===== src/rtl/load_store_unit.sv =====
// Load/store unit: turns RV32I byte/half/word accesses into word accesses on a DataMem
// that writes on posedge and updates its read data on negedge.
module load_store_unit #(
    parameter int unsigned MemWords   = 256,
    parameter bit          CheckRange = 1'b1
) (
    input  logic        clock_i,
    input  logic        reset_i,
    input  logic        req_valid_i,
    input  logic        req_we_i,
    input  logic [2:0]  funct3_i,
    input  logic [31:0] addr_i,
    input  logic [31:0] wdata_i,
    output logic        busy_o,
    output logic        done_o,
    output logic [31:0] rdata_o,
    output logic        fault_o,
    output logic [31:0] mem_addr_o,
    output logic [31:0] mem_wdata_o,
    output logic        mem_rw_o,
    input  logic [31:0] mem_rdata_i
);

    localparam logic [32:0] AddrLimit = 33'(4 * MemWords);

    typedef enum logic [1:0] {StIdle, StRead, StWrite, StDone} state_e;

    state_e      state_q, state_d;
    logic [31:0] addr_q, addr_d;
    logic [31:0] wdata_q, wdata_d;
    logic [2:0]  funct3_q, funct3_d;
    logic        we_q, we_d;
    logic        fault_q, fault_d;
    logic [31:0] rdata_q, rdata_d;
    logic [31:0] merged_q, merged_d;

    logic        req_misaligned;
    logic        req_illegal;
    logic        req_out_of_range;
    logic        req_fault;

    logic [31:0] byte_shifted;
    logic [31:0] half_shifted;
    logic [7:0]  load_byte;
    logic [15:0] load_half;
    logic [31:0] load_ext;
    logic [31:0] merged_word;
    logic [31:0] byte_mask;
    logic [31:0] half_mask;

    // Request checks operate on the raw inputs so a fault is known at accept time.
    always_comb begin
        req_misaligned = ((funct3_i[1:0] == 2'd1) && addr_i[0]) ||
                         ((funct3_i[1:0] == 2'd2) && (addr_i[1:0] != 2'b00));
        if (req_we_i) begin
            req_illegal = (funct3_i >= 3'd3);
        end else begin
            req_illegal = (funct3_i == 3'd3) || (funct3_i == 3'd6) || (funct3_i == 3'd7);
        end
        req_out_of_range = CheckRange && ({1'b0, addr_i} >= AddrLimit);
        req_fault        = req_misaligned || req_illegal || req_out_of_range;
    end

    always_comb begin
        byte_shifted = mem_rdata_i >> {addr_q[1:0], 3'b000};
        half_shifted = mem_rdata_i >> {addr_q[1], 4'b0000};
        load_byte    = byte_shifted[7:0];
        load_half    = half_shifted[15:0];
        case (funct3_q)
            3'd0:    load_ext = {{24{load_byte[7]}}, load_byte};
            3'd1:    load_ext = {{16{load_half[15]}}, load_half};
            3'd4:    load_ext = {24'h0, load_byte};
            3'd5:    load_ext = {16'h0, load_half};
            default: load_ext = mem_rdata_i;
        endcase
    end

    // Read-modify-write: only the addressed lane is replaced.
    always_comb begin
        byte_mask = 32'h0000_00FF << {addr_q[1:0], 3'b000};
        half_mask = 32'h0000_FFFF << {addr_q[1], 4'b0000};
        case (funct3_q[1:0])
            2'd0: merged_word = (mem_rdata_i & ~byte_mask) |
                                ({24'h0, wdata_q[7:0]} << {addr_q[1:0], 3'b000});
            2'd1: merged_word = (mem_rdata_i & ~half_mask) |
                                ({16'h0, wdata_q[15:0]} << {addr_q[1], 4'b0000});
            default: merged_word = mem_rdata_i;
        endcase
    end

    always_comb begin
        state_d  = state_q;
        addr_d   = addr_q;
        wdata_d  = wdata_q;
        funct3_d = funct3_q;
        we_d     = we_q;
        fault_d  = fault_q;
        rdata_d  = rdata_q;
        merged_d = merged_q;
        mem_rw_o = 1'b0;
        unique case (state_q)
            StIdle: begin
                if (req_valid_i) begin
                    addr_d   = addr_i;
                    wdata_d  = wdata_i;
                    funct3_d = funct3_i;
                    we_d     = req_we_i;
                    fault_d  = req_fault;
                    rdata_d  = 32'h0;
                    if (req_fault) begin
                        state_d = StDone;
                    end else if (req_we_i && (funct3_i == 3'd2)) begin
                        state_d = StWrite;
                    end else begin
                        state_d = StRead;
                    end
                end
            end
            StRead: begin
                if (we_q) begin
                    merged_d = merged_word;
                    state_d  = StWrite;
                end else begin
                    rdata_d = load_ext;
                    state_d = StDone;
                end
            end
            StWrite: begin
                // A reset landing in this cycle must not let a partial store through.
                mem_rw_o = !reset_i;
                state_d  = StDone;
            end
            StDone: begin
                rdata_d = 32'h0;
                fault_d = 1'b0;
                state_d = StIdle;
            end
            default: state_d = StIdle;
        endcase
    end

    always_ff @(posedge clock_i) begin
        if (reset_i) begin
            state_q  <= StIdle;
            addr_q   <= 32'h0;
            wdata_q  <= 32'h0;
            funct3_q <= 3'd0;
            we_q     <= 1'b0;
            fault_q  <= 1'b0;
            rdata_q  <= 32'h0;
            merged_q <= 32'h0;
        end else begin
            state_q  <= state_d;
            addr_q   <= addr_d;
            wdata_q  <= wdata_d;
            funct3_q <= funct3_d;
            we_q     <= we_d;
            fault_q  <= fault_d;
            rdata_q  <= rdata_d;
            merged_q <= merged_d;
        end
    end

    assign busy_o      = (state_q != StIdle);
    assign done_o      = (state_q == StDone);
    assign rdata_o     = rdata_q;
    assign fault_o     = fault_q;
    assign mem_addr_o  = {addr_q[31:2], 2'b00};
    assign mem_wdata_o = (funct3_q == 3'd2) ? wdata_q : merged_q;

endmodule


===== config.mk =====
export PLATFORM = sky130hd
export DESIGN_NAME = load_store_unit
export DESIGN_NICKNAME = d
export VERILOG_FILES = /design/src/rtl/load_store_unit.sv
export SDC_FILE = /design/constraint.sdc
export NUM_CORES = 1
export LEC_CHECK = 0
export CAP_MARGIN = 5
export CELL_PAD_IN_SITES_DETAIL_PLACEMENT = 0
export CELL_PAD_IN_SITES_GLOBAL_PLACEMENT = 2
export CORE_MARGIN = 5
export CORE_UTILIZATION = 24
export DETAILED_ROUTE_END_ITERATION = 7
export PLACE_DENSITY = 0.78
export SLEW_MARGIN = 5
export SYNTH_ARGS = -nofsm -noshare
export SYNTH_HDL_FRONTEND = slang
export SYNTH_SLANG_ARGS = --single-unit

===== constraint.sdc =====
create_clock -name clock_i -period 1.8 [get_ports clock_i]
set_input_delay 0.36 -clock clock_i [delete_from_list [all_inputs] [get_ports clock_i]]
set_output_delay 0.36 -clock clock_i [all_outputs]
set_load 0.02 [all_outputs]

# After elaboration in Yosys (flattened, before gate mapping)
# Cells that the tools add are included.
dict set report word_totals {
  register_bits 135
  latchBits 0
  mem_bits_rw 0
  rom_bits 0
  out_inout_bits 100
  wordCells 73
  mem_count 0
}
dict set report op_classes {
  add_sub_neg 0
  n_mul 0
  n_div 0
  order_cmp 2
  n_eq_ne 16
  shift 6
  muxes 15
  bitwise_logic 6
  n_reduce_logical 20
}
# op n
set op_table {}
lappend op_table {{$pmux W32 S4} 1}
lappend op_table {{$mux W32} 3}
lappend op_table {{$pmux W32 S3} 1}
lappend op_table {{$and A32 B32 Y32} 2}
lappend op_table {{$not A32 Y32} 2}
lappend op_table {{$or A32 B32 Y32} 2}
lappend op_table {{$pmux W32 S2} 1}
lappend op_table {{$ge A32 B11 Y1 const B} 1}
lappend op_table {{$shl A16 B5 Y32} 1}
lappend op_table {{$shl A16 B5 Y32 const A} 1}
lappend op_table {{$shl A8 B5 Y32} 1}
lappend op_table {{$shl A8 B5 Y32 const A} 1}
lappend op_table {{$shr A32 B5 Y16} 1}
lappend op_table {{$shr A32 B5 Y8} 1}
lappend op_table {{$eq A3 B3 Y1 const B} 4}
lappend op_table {{$eq A3 B2 Y1 const B} 3}
lappend op_table {{$pmux W2 S4} 1}
lappend op_table {{$eq A2 B1 Y1 const B} 3}
lappend op_table {{$eq A2 B2 Y1 const B} 3}
lappend op_table {{$mux W2} 3}
lappend op_table {{$reduce_and A2 Y1} 3}
lappend op_table {{$reduce_bool A2 Y1} 3}
lappend op_table {{$logic_or A1 B1 Y1} 5}
lappend op_table {{$logic_not A2 Y1} 2}
lappend op_table {{10 further kinds} 16}

# Depth between registers and ports, before layout
# Gate-level depths: netlist (run 1).
dict set report logic_depth {
  word_depth 9
  depth_mapped 8
}

# Worst setup path after synthesis (run 1)
# No wires, ideal clock.
dict set report synth_path {
  path_kind {register -> output}
  from {register funct3_q[1]}
  to {output port mem_wdata_o[26]}
  t_arrival_ps 1456
  t_required_ps 1440
  setup_slack_ps -16
  path_stages_with_launch 5
  path_buffers 1
  cell_sequence {dfxtp_1 -> inv_1 -> nor3_2 -> buf_2 -> mux2_1}
}
dict set report synth_between {
  elab_chain_len 2
}
# item line
set synth_rtl {}
lappend synth_rtl {{from (decl)} 31} ;# logic [2:0] funct3_q, funct3_d;
lappend synth_rtl {{from (signal assigned)} 156} ;# funct3_q <= funct3_d;
lappend synth_rtl {{$eq A3 B2 Y1} 169} ;# assign mem_wdata_o = (funct3_q == 3'd2) ? wdata_q : merged_q;
lappend synth_rtl {{$mux W32} 169}
lappend synth_rtl {{to (decl)} 19} ;# output logic [31:0] mem_wdata_o,
# No other way between the ends.

# Worst setup path in the final report (run 1)
dict set report layout_path {
  from {register funct3_q[2]}
  to {output port mem_wdata_o[9]}
}
# Same word-level chain as after synthesis.

==> results.txt, run 1 <==
----------------------------------------------------
[Outcome]
  Outcome ... complete, but fails checks
  Violations in the final reports ... setup timing

[Placement]
  Number of placed instances with taps included ... 1326
  HPWL Detailed ... 19.39 mm
  Count of input and output buffers ... 200
  RePlAce Congestion ... 0.8205

[Yosys]
  Average instance area after synthesis ... 8.551 sq um
  Top post-synthesis cells by area ... sky130_fd_sc_hd__dfxtp_1 41%, sky130_fd_sc_hd__nand2_1 9.8%, sky130_fd_sc_hd__mux2_2 8.0%, sky130_fd_sc_hd__a21oi_1 5.5%, sky130_fd_sc_hd__a311oi_1 4.3%
  Cell area after technology mapping ... 0.006593 sq mm
  Most used flip-flop cell after synthesis ... sky130_fd_sc_hd__dfxtp_1
  Most common cell in the synthesized netlist ... sky130_fd_sc_hd__nand2_1
  Post-synthesis instance total ... 771
  Unique masters post-synth ... 51
  Seq/Total Area, Yosys ... 40.99%
  Total of flip-flops plus latches after synthesis ... 135
  Share of the synthesized area in the top cell type ... 40.99%
  Number of enable flip-flop cells after synthesis ... 0
  Cell types with the highest counts after synthesis ... 172 x sky130_fd_sc_hd__nand2_1, 135 x sky130_fd_sc_hd__dfxtp_1, 73 x sky130_fd_sc_hd__a21oi_1, 47 x sky130_fd_sc_hd__mux2_2, 40 x sky130_fd_sc_hd__clkbuf_1
  Post-synthesis async set-or-reset flop share ... 0%
  Yosys warning count ... 0
  Cell type contributing the most total cell area after synthesis ... sky130_fd_sc_hd__dfxtp_1

[Die]
  Floorplan die area ... 0.03088 sq mm
  Initial Util ... 24.39%
  Die width ... 175.7 microns
  Floorplan Core Area ... 0.02703 sq mm
  Boundary Pins ... 203
  Overall die height ... 175.7 microns
  Cell row count ... 60

[Clock network]
  Clock latency at the later pin of the worst-skew pair ... 0.43 ns
  Clock tree buffer depth ... 2
  Total clock buffers created by CTS ... 17
  Number of hold buffers added after CTS ... 0
  Number of H-tree branching levels ... 4
  Clock-pin slew reported for the worst setup and hold paths after clock tree synthesis ... 0.06 ns
  Clock tree from TritonCTS ... done
  Number of clock sinks seen by CTS ... 135
  Clock root buffer ... sky130_fd_sc_hd__clkbuf_16

[Global routing]
  GRT met3 Usage ... 3.702%
  Number of global-route vias before repair ... 6248
  Busiest metal layer after global routing ... met2
  Fraction of met1 tracks used by global routing ... 23.57%
  Global-route wire length before repair ... 39.28 mm
  Overall fraction of global-route tracks in use ... 16.68%
  Initial antenna violation count ... 0
  GR Overflow Total ... 0
  Met2 GRT Util ... 25.79%
  Largest net degree at the start of global routing ... 86

[Routing]
  Post-route antenna net violation count ... 0
  Drt total wl ... 26.75 mm
  Detail-routed via count per cell ... 4.748
  Drt drc ... 0
  Via Count ... 6481
  Drt first pass iters ... 5
  Iter 0 DRT Violations ... 395
  Average detailed-routed wire length per instance ... 19.60 microns

[Setup path]
  Critical Setup Path Class ... reg -> out
  Worst endpoint required time ... 1.44 ns
  Worst-path maximum fanout ... 8
  Nature of the critical path startpoint ... register
  CP endpoint kind ... output pin
  Arrival time of data at the critical path endpoint ... 1.76 ns

[STA]
  Smallest hold slack ... 0.2547 ns
  Final total negative setup slack ... -9.049 ns
  Pins Over Slew Limit ... 0
  Slew of the pin with the lowest slew margin ... 0.5506 ns
  Slew headroom ... 63.25%
  Setup repair after global routing missed its margin ... true
  Worst setup slack after layout ... -0.3212 ns
  Final Critical Period ... 2.121 ns
  Post-Route Skew ... 0.01204 ns
  Final setup violation count ... 32
  Period Utilization, post-route ... 117.8%
  Final-report hold violation count ... 0
  Fmax achieved ... 471.4 MHz

[Flow run]
  Number of maximum-capacitance violations ... 0

[Finish]
  Share of post-route cells with drive strength above 1 ... 25.49%
  NumNets Final ... 1118
  Final standard cell count with taps included and fillers excluded ... 1365
  Antenna Cells ... 0
  Growth of design area from synthesis to finish ... 56.92%

[Power and ir drop]
  Worst VDD drop ... 0.0005953 V
  Power per cell area ... 1114 mW/mm^2
  Standby leakage power ... 4.272 nW

[Min path]
  Hold/Removal Path Class ... in -> reg

----------------------------------------------------
[metrics by stage]
| step | area, sq um | worst slack, ns | utilization [%] | total power [mW] |
|---|---|---|---|---|
| finish | 10340 | -0.3212 | 38.28 | 11.52 |
| global route | 10340 | -0.3657 | 38.28 | 12.11 |
| CTS | 10160 | -0.4298 | 37.58 | 11.53 |
| detailed placement | 9432 | -0.6807 | 34.90 | 7.742 |
| global placement | 9432 | -0.6857 | 34.90 | 7.716 |
| floorplan | 6596 | -0.01642 | - | 5.862 |
[sequential cells by signal, summed over array words and instances, names as in the netlist]
register  count
wdata_q      32
state_q       2
addr_q       32
we_q          1
rdata_o      32
fault_o       1
funct3_q      3
merged_q     32
[logic make-up after synthesis]
group | synth area share [%]
compound gates | 21.03
fa+ha+maj | 0.7592
buf+inv | 7.952
flops | 40.99
mux | 10.46
other cells | 0.05688
simple gates | 18.75
[area by class of cell]
type / instances / area, sq um
Fill cell: 2760 / 16680
Multi-Input combinational cell: 541 / 3531
Clock inverter: 14 / 165.2
Clock buffer: 18 / 439.2
Timing Repair Buffer: 311 / 3048
Tap cell: 341 / 426.7
Inverter: 5 / 21.27
Sequential cell: 135 / 2714
[placed cells by master, fill, tap and decap left out, types with 3 or more instances in the layout]
cell and count:
sky130_fd_sc_hd__nand2_1 171, sky130_fd_sc_hd__clkdlybuf4s50_1 141, sky130_fd_sc_hd__dfxtp_1 130, sky130_fd_sc_hd__buf_4 96, sky130_fd_sc_hd__a21oi_1 73, sky130_fd_sc_hd__nor2_1 37, sky130_fd_sc_hd__a311oi_1 32, sky130_fd_sc_hd__buf_6 28
sky130_fd_sc_hd__mux2_4 26, sky130_fd_sc_hd__mux2_2 25, sky130_fd_sc_hd__dlymetal6s2s_1 21, sky130_fd_sc_hd__o21ai_0 19, sky130_fd_sc_hd__clkbuf_16 18, sky130_fd_sc_hd__nand3_1 17, sky130_fd_sc_hd__a221o_1 16, sky130_fd_sc_hd__a22oi_1 16
sky130_fd_sc_hd__o2bb2ai_1 15, sky130_fd_sc_hd__nand2b_1 12, sky130_fd_sc_hd__a22o_1 11, sky130_fd_sc_hd__buf_12 11, sky130_fd_sc_hd__buf_2 9, sky130_fd_sc_hd__mux2i_1 7, sky130_fd_sc_hd__and2_1 7, sky130_fd_sc_hd__nor4_1 6
sky130_fd_sc_hd__clkinv_4 5, sky130_fd_sc_hd__a21boi_0 4, sky130_fd_sc_hd__inv_6 4, sky130_fd_sc_hd__inv_2 3, sky130_fd_sc_hd__nor2b_1 3, sky130_fd_sc_hd__nand2_2 3, sky130_fd_sc_hd__a21boi_1 3, sky130_fd_sc_hd__nor3_1 3
sky130_fd_sc_hd__dfxtp_2 3
[routing by layer]
metal	vias up	share of wire, %
met5	-	0
met1	3077	48
met2	178	46
met3	19	4.9
li1	3207	-
met4	0	1.3
[final timing paths]
path                            startpoint                  endpoint  slack, ns  depth (start not counted)
hold reg to reg    addr_q[12]$_SDFFE_PP0P_   addr_q[12]$_SDFFE_PP0P_       0.45                          2
hold / removal                     reset_i   rdata_o[7]$_SDFFE_PP0P_       0.25                          2
setup / recovery  funct3_q[2]$_SDFFE_PP0P_            mem_wdata_o[9]      -0.32                          5
setup reg to reg   state_q[0]$_SDFFE_PP0P_  rdata_o[25]$_SDFFE_PP0P_       0.05                          7
[worst max-delay path: stages (launching register included)]
cell                      delay [ns]
sky130_fd_sc_hd__dfxtp_2        0.34
sky130_fd_sc_hd__nor3_4         0.20
sky130_fd_sc_hd__buf_6          0.18
sky130_fd_sc_hd__buf_12         0.16
sky130_fd_sc_hd__mux2_4         0.33
sky130_fd_sc_hd__buf_6          0.14
[power by group]
| part | switching, mW | internal, mW |
|---|---|---|
| Combinational | 2.29 | 1.95 |
| Sequential | 0.256 | 3.40 |
| Clock | 1.52 | 2.11 |
| Total | 4.06 | 7.46 |
[what timing repair did]
action                     in CTS  in global routing
buffers inserted                5                  1
cloned                          1                  2
pin swaps                       1                  5
resized for setup             207                 67
setup endpoints to repair      79                116
Note: power is estimated with default switching activity, not from simulation.
==> run 2, diff against run 1 <==
--- a/config.mk
+++ b/config.mk
@@ -11,8 +11,8 @@
 export CORE_MARGIN = 5
 export CORE_UTILIZATION = 24
 export DETAILED_ROUTE_END_ITERATION = 7
-export PLACE_DENSITY = 0.78
-export SLEW_MARGIN = 5
+export PLACE_DENSITY = 0.82
+export SLEW_MARGIN = 20
 export SYNTH_ARGS = -nofsm -noshare
 export SYNTH_HDL_FRONTEND = slang
 export SYNTH_SLANG_ARGS = --single-unit
==> results.txt, run 2 (same netlist as run 1, synthesis figures left out) <==
----------------------------------------------------
[Clock network]
  Clock-pin slew reported for the worst setup and hold paths after clock tree synthesis ... 0.06 ns (about the same)
  Total clock buffers created by CTS ... 17 (unchanged)
  Clock tree from TritonCTS ... done
  Clock tree buffer depth ... 2 (unchanged)
  Clock root buffer ... sky130_fd_sc_hd__clkbuf_16
  Clock latency at the later pin of the worst-skew pair ... 0.42 ns (about the same)
  Number of clock sinks seen by CTS ... 135 (unchanged)
  Number of H-tree branching levels ... 4 (unchanged)

[Setup path]
  Nature of the critical path startpoint ... register
  Worst-path maximum fanout ... 5 (-3)
  Arrival time of data at the critical path endpoint ... 1.83 ns (+0.07 ns)
  Cell type of the slowest stage on the worst timing path ... sky130_fd_sc_hd__dfxtp_2
  Slowest cell delay on critical path ... 0.33 ns (about the same)
  Slack of the worst reg-to-reg path ... 0.06 ns (about the same)
  Critical Setup Path Class ... reg -> out
  CP endpoint kind ... output pin
  Most common cell on crit path ... sky130_fd_sc_hd__buf_6
  Worst endpoint required time ... 1.44 ns (about the same)
  Ordered cell list for the critical path ... inv_2, nor3_4, buf_6, buf_12, buf_6, mux2_4, buf_6

[STA]
  Final-report hold violation count ... 0 (unchanged)
  Slew of the pin with the lowest slew margin ... 0.5598 ns (+0.009194 ns)
  Pins Over Slew Limit ... 0 (unchanged)
  Fmax achieved ... 455.9 MHz (-3.3%)
  Final total negative setup slack ... -10.29 ns (-1.244 ns)
  Setup repair after global routing missed its margin ... true
  Slew headroom ... 62.64% (-0.61 points)
  Post-Route Skew ... 0.01155 ns (-0.0004927 ns)
  Period Utilization, post-route ... 121.9% (+4.0 points)
  Final Critical Period ... 2.193 ns (+0.07217 ns)
  Worst setup slack after layout ... -0.3934 ns (-0.07216 ns)
  Final setup violation count ... 32 (unchanged)

[Power and ir drop]
  Share of total power in the clock network ... 30.7% (-0.8 points)
  Share of total power in sequential cells ... 31.5% (-0.2 points)
  Power per cell area ... 1107 mW/mm^2 (-0.59%)
  Standby leakage power ... 4.093 nW (-4.2%)
  Power share of the combinational group ... 37.8% (+1.0 points)
  Switching Power ... 4.067 mW (+0.10%)
  Int Pwr ... 7.519 mW (+0.77%)
  Switching power share of the total ... 35.10% (-0.15 points)
  Worst VDD drop ... 0.0006788 V (+14%)
  Overall power consumption ... 11.59 mW (+0.54%)

[Routing]
  Post-route antenna net violation count ... 0 (unchanged)
  Detail-routed via count per cell ... 4.766 (+0.38%)
  Via Count ... 6520 (+0.60%)
  Iter 0 DRT Violations ... 457 (+16%)
  Drt drc ... 0 (unchanged)
  Average detailed-routed wire length per instance ... 19.24 microns (-1.8%)
  Drt total wl ... 26.32 mm (-1.6%)
  Drt first pass iters ... 5 (unchanged)

[Outcome]
  Outcome ... complete, but fails checks
  Violations in the final reports ... setup timing

[Finish]
  Final Cell Area ... 0.01046 sq mm (+1.1%)
  Growth of design area from synthesis to finish ... 58.70%
  Most common cell after layout, fill and taps aside ... sky130_fd_sc_hd__nand2_1
  Antenna Cells ... 0 (unchanged)
  Share of post-route cells with drive strength above 1 ... 26.39% (+0.90 points)
  NumNets Final ... 1121 (+0.27%)
  Top library cells by usage in the layout, fill and taps aside ... 170 x sky130_fd_sc_hd__nand2_1, 154 x sky130_fd_sc_hd__clkdlybuf4s50_1, 129 x sky130_fd_sc_hd__dfxtp_1

[Die]
  Cell row count ... 60 (unchanged)
  Boundary Pins ... 203 (unchanged)
  Floorplan Core Area ... 0.02703 sq mm (unchanged)
  Initial Util ... 24.39% (unchanged)
  Die width ... 175.7 microns (unchanged)
  Overall die height ... 175.7 microns (unchanged)
  Floorplan die area ... 0.03088 sq mm (unchanged)

[Placement]
  Count of input and output buffers ... 200 (unchanged)
  Area after DPL ... 0.009412 sq mm (-0.21%)
  RePlAce Congestion ... 0.8306 (+1.2%)
  HPWL Detailed ... 19.09 mm (-1.5%)
  Worst slack, placed ... -0.6620 ns (+0.01867 ns)

[Global routing]
  Initial antenna violation count ... 0 (unchanged)
  Global-route wire length before repair ... 39.70 mm (+1.1%)
  Number of global-route vias before repair ... 6566 (+5.1%)
  Largest net degree at the start of global routing ... 105 (+22%)
  GR Overflow Total ... 0 (unchanged)
  Overall fraction of global-route tracks in use ... 16.56% (-0.12 points)

[Flow run]
  Number of maximum-capacitance violations ... 0 (unchanged)

[Min path]
  Hold/Removal Path Class ... in -> reg

----------------------------------------------------
## run 2: changes by cell type in the layout (fill, tap and decap cells not counted), moves of 3 or more
cell | before | now
sky130_fd_sc_hd__buf_2 | 9 | 2
sky130_fd_sc_hd__mux2_2 | 25 | 21
sky130_fd_sc_hd__clkinv_4 | 5 | 2
sky130_fd_sc_hd__clkdlybuf4s50_1 | 141 | 154
sky130_fd_sc_hd__clkinv_2 | 0 | 3
sky130_fd_sc_hd__mux2_4 | 26 | 30
sky130_fd_sc_hd__dlymetal6s2s_1 | 21 | 9
sky130_fd_sc_hd__buf_6 | 28 | 39
## run 2: critical path: cells and delay by family, from the launching register on
| family | cells | cell delay [ns] |
|---|---|---|
| mux | 1 | 0.29 |
| flops | 1 | 0.33 |
| buf+inv | 5 | 0.57 |
| simple gates | 1 | 0.22 |
## run 2: path summary, 6_finish.rpt
kind	from	end	cells after the start
max reg2reg	addr_q[1]$_SDFFE_PP0P_	rdata_o[19]$_SDFFE_PP0P_	5
min reg2reg	addr_q[29]$_SDFFE_PP0P_	addr_q[29]$_SDFFE_PP0P_	2
min	reset_i	rdata_o[7]$_SDFFE_PP0P_	2
max	funct3_q[1]$_SDFFE_PP0P_	mem_wdata_o[31]	7
## run 2: cell type report
class / count / area [sq um]
Sequential cell: 135 / 2715
Fill cell: 2778 / 16560
Clock buffer: 17 / 425.4
Clock inverter: 15 / 165.2
Tap cell: 341 / 426.7
Multi-Input combinational cell: 541 / 3602
Timing Repair Buffer: 314 / 3107
Inverter: 5 / 21.27
## run 2: per-stage QoR
step,std cells,util (%),hold slack [ns]
2_1_floorplan,772,-,0.4329
3_5_place_dp,1325,34.82,0.4430
3_3_place_gp,1325,34.82,0.4384
5_1_grt,1368,38.71,0.2430
4_1_cts,1368,38.00,0.1904
6_report,1368,38.71,0.2480
## run 2: routing by layer
layer / up-vias / routed length [microns] / global-route usage, %
met5: - / 0 / 0
met4: 0 / 205 / 3.444
met3: 11 / 1309 / 3.724
met2: 164 / 12340 / 26.44
met1: 3135 / 12470 / 23.03
li1: 3210 / - / -
## run 2: timing repair
item | CTS | global route
cloned | 2 | 1
hold buffers | 0 | 0
setup endpoints to repair | 78 | 107
pin swaps | 0 | 3
setup buffers | 9 | 3
gates resized for setup | 228 | 76
## run 2: power by group through the flow
stage	combinational [mW]	clock [mW]	sequential [mW]
finish	4.37	3.56	3.65
global route	4.72	3.76	3.71
CTS	4.26	3.64	3.64
detailed placement	4.05	0	3.69
global placement	4.02	0	3.69
floorplan	2.11	0	3.75
==> run 3, diff against run 2 <==
--- a/config.mk
+++ b/config.mk
@@ -5,12 +5,13 @@
 export SDC_FILE = /design/constraint.sdc
 export NUM_CORES = 1
 export LEC_CHECK = 0
-export CAP_MARGIN = 5
+export CAP_MARGIN = 10
 export CELL_PAD_IN_SITES_DETAIL_PLACEMENT = 0
 export CELL_PAD_IN_SITES_GLOBAL_PLACEMENT = 2
-export CORE_MARGIN = 5
+export CORE_MARGIN = 2
 export CORE_UTILIZATION = 24
 export DETAILED_ROUTE_END_ITERATION = 7
+export GPL_TIMING_DRIVEN = 0
 export PLACE_DENSITY = 0.82
 export SLEW_MARGIN = 20
 export SYNTH_ARGS = -nofsm -noshare
==> results.txt, run 3 (same netlist as run 1, synthesis figures left out) <==
----------------------------------------------------
[Outcome]
  Outcome ... complete, but fails checks
  Violations in the final reports ... setup timing

[Clock network]
  Total clock buffers created by CTS ... 17 (unchanged)
  Clock-pin slew reported for the worst setup and hold paths after clock tree synthesis ... 0.06 ns (about the same)
  Clock latency at the later pin of the worst-skew pair ... 0.43 ns (about the same)
  Number of hold buffers added after CTS ... 0 (unchanged)
  Clock tree from TritonCTS ... done
  Clock tree buffer depth ... 2 (unchanged)
  Clock root buffer ... sky130_fd_sc_hd__clkbuf_16
  Number of H-tree branching levels ... 4 (unchanged)
  Number of clock sinks seen by CTS ... 135 (unchanged)

[Global routing]
  GR Overflow Total ... 0 (unchanged)
  Initial antenna violation count ... 1 (+1)
  Overall fraction of global-route tracks in use ... 18.09% (+1.5 points)
  Largest net degree at the start of global routing ... 17 (-84%)
  Global-route wire length before repair ... 38.94 mm (-1.9%)
  Number of global-route vias before repair ... 6295 (-4.1%)

[Power and ir drop]
  Overall power consumption ... 11.79 mW (+1.8%)
  Power share of the combinational group ... 34.3% (-3.5 points)
  Standby leakage power ... 4.018 nW (-1.8%)
  Worst VDD drop ... 0.0006349 V (-6.5%)
  Switching power share of the total ... 33.69% (-1.4 points)
  Share of total power in the clock network ... 34.2% (+3.5 points)
  Share of total power in sequential cells ... 31.6% (about the same)
  Switching Power ... 3.973 mW (-2.3%)
  Int Pwr ... 7.819 mW (+4.0%)
  Power per cell area ... 1155 mW/mm^2 (+4.3%)

[Setup path]
  Slowest cell delay on critical path ... 0.39 ns (+0.06 ns)
  Worst reg2reg endpoint ... rdata_o[28]$_SDFFE_PP0P_
  Worst-path maximum fanout ... 5 (unchanged)
  Ordered cell list for the critical path ... clkinvlp_4, nor3_4, buf_6, clkbuf_16, mux2_4, buf_6
  Slack of the worst reg-to-reg path ... -0.02 ns (-0.08 ns)
  Nature of the critical path startpoint ... register
  Cell type of the slowest stage on the worst timing path ... sky130_fd_sc_hd__dfxtp_4
  Arrival time of data at the critical path endpoint ... 1.97 ns (+0.14 ns)
  Worst endpoint required time ... 1.44 ns (about the same)
  CP endpoint kind ... output pin
  Reg-to-Reg Start ... addr_q[1]$_SDFFE_PP0P_
  Most common cell on crit path ... sky130_fd_sc_hd__buf_6
  R2R cell count ... 6 (+1)
  Critical Setup Path Class ... reg -> out

[Placement]
  HPWL Detailed ... 19.68 mm (+3.1%)
  Area after DPL ... 0.009015 sq mm (-4.2%)
  RePlAce Congestion ... 0.8544 (+2.9%)
  Count of input and output buffers ... 199 (-0.50%)

[Finish]
  Most common cell after layout, fill and taps aside ... sky130_fd_sc_hd__nand2_1
  Growth of design area from synthesis to finish ... 54.91%
  Final Cell Area ... 0.01021 sq mm (-2.4%)
  Post-layout utilization of the core ... 37.89% (-0.82 points)
  Top library cells by usage in the layout, fill and taps aside ... 172 x sky130_fd_sc_hd__nand2_1, 130 x sky130_fd_sc_hd__dfxtp_1, 123 x sky130_fd_sc_hd__clkdlybuf4s50_1
  NumNets Final ... 1117 (-0.36%)
  Share of post-route cells with drive strength above 1 ... 26.98% (+0.59 points)

[STA]
  Final Critical Period ... 2.326 ns (+0.1321 ns)
  Slew of the pin with the lowest slew margin ... 0.6197 ns (+0.05984 ns)
  Post-Route Skew ... 0.009578 ns (-0.001969 ns)
  Final-report hold violation count ... 0 (unchanged)
  Fmax achieved ... 430.0 MHz (-5.7%)
  Worst setup slack after layout ... -0.5255 ns (-0.1321 ns)
  Final setup violation count ... 46 (+44%)
  Setup repair after global routing missed its margin ... true
  Smallest hold slack ... 0.3794 ns (+0.1314 ns)
  Pins Over Slew Limit ... 0 (unchanged)
  Period Utilization, post-route ... 129.2% (+7.3 points)
  Slew headroom ... 58.69% (-3.9 points)

[Die]
  Initial Util ... 24.46% (+0.068 points)
  Floorplan die area ... 0.02881 sq mm (-6.7%)
  Overall die height ... 169.7 microns (-3.4%)
  Boundary Pins ... 203 (unchanged)
  Die width ... 169.7 microns (-3.4%)
  Cell row count ... 60 (unchanged)
  Floorplan Core Area ... 0.02695 sq mm (-0.28%)

[Min path]
  Worst hold path stage count ... 3 (+1)
  Hold/Removal Path Class ... in -> reg
  Endpoint of the worst hold path ... state_q[0]$_SDFFE_PP0P_
  Launch point of the worst hold path ... reset_i

[Flow run]
  Number of maximum-capacitance violations ... 0 (unchanged)

[Routing]
  Iter 0 DRT Violations ... 317 (-31%)
  Via Count ... 6472 (-0.74%)
  Detail-routed via count per cell ... 4.741 (-0.52%)
  Drt total wl ... 26.38 mm (+0.20%)
  Drt drc ... 0 (unchanged)
  Post-route antenna net violation count ... 0 (unchanged)
  Drt first pass iters ... 5 (unchanged)
  Average detailed-routed wire length per instance ... 19.32 microns (+0.42%)

----------------------------------------------------
-- run 3: cell type report --
cell class	count	area [sq um]
antenna	1	2.502
timing repair inverter	1	7.507
clock buffer	17	425.4
buffer	90	613.1
inverter	5	26.28
sequential	135	2714
timing repair buffer	220	2140
multi-input combinational	540	3606
clock inverter	15	251.5
tap	341	426.7
fill	2754	16740
-- run 3: per-stage QoR --
step                      setup WS, ns  cells  TNS (ns)
final                          -0.5255   1365    -15.63
after global routing           -0.5587   1365    -17.62
after CTS                      -0.5449   1359    -16.87
after detailed placement        -1.107   1312    -78.02
after global placement          -1.134   1312    -82.26
after floorplan               -0.01642    772  -0.06434
-- run 3: worst max-delay path: cells and delay by family, from the launching register on --
| family | cells | cell delay (ns) |
|---|---|---|
| flip-flops | 1 | 0.39 |
| AND/OR/NAND/NOR | 1 | 0.22 |
| multiplexers | 1 | 0.30 |
| buffers and inverters | 4 | 0.62 |
-- run 3: power groups by stage --
stage	registers, mW	logic [mW]	clock network [mW]
finish	3.72	4.04	4.03
global route	3.77	4.36	4.24
CTS	3.71	3.79	4.13
detailed placement	3.77	3.65	0
global placement	3.77	3.65	0
floorplan	3.75	2.11	0
-- run 3: timing repair --
item / in CTS / in global routing
gates resized for setup: 249 / 142
setup buffers: 14 / 4
endpoints found under the setup margin: 197 / 171
pin swaps: 4 / 4
cloned: 2 / 3
-- run 3: how the worst max path moves through the flow --
stage / endpoint / start / slack, ns
4_1_cts: mem_wdata_o[9] / funct3_q[1]$_SDFFE_PP0P_ / -0.54
2_1_floorplan: mem_wdata_o[26] / funct3_q[1]$_SDFFE_PP0P_ / -0.02
5_1_grt: mem_wdata_o[19] / funct3_q[1]$_SDFFE_PP0P_ / -0.56
6_report: mem_wdata_o[16] / funct3_q[1]$_SDFFE_PP0P_ / -0.53
3_3_place_gp: mem_wdata_o[5] / funct3_q[1]$_SDFFE_PP0P_ / -1.13
3_5_place_dp: mem_wdata_o[5] / funct3_q[1]$_SDFFE_PP0P_ / -1.11
-- run 3: routing by layer --
metal | routed length, microns | up-vias | track usage, %
met5 | 0 | - | 0
met4 | 482 | 0 | 5.500
met2 | 12290 | 158 | 28.77
met3 | 1095 | 26 | 3.685
met1 | 12510 | 3085 | 24.66
li1 | - | 3203 | -
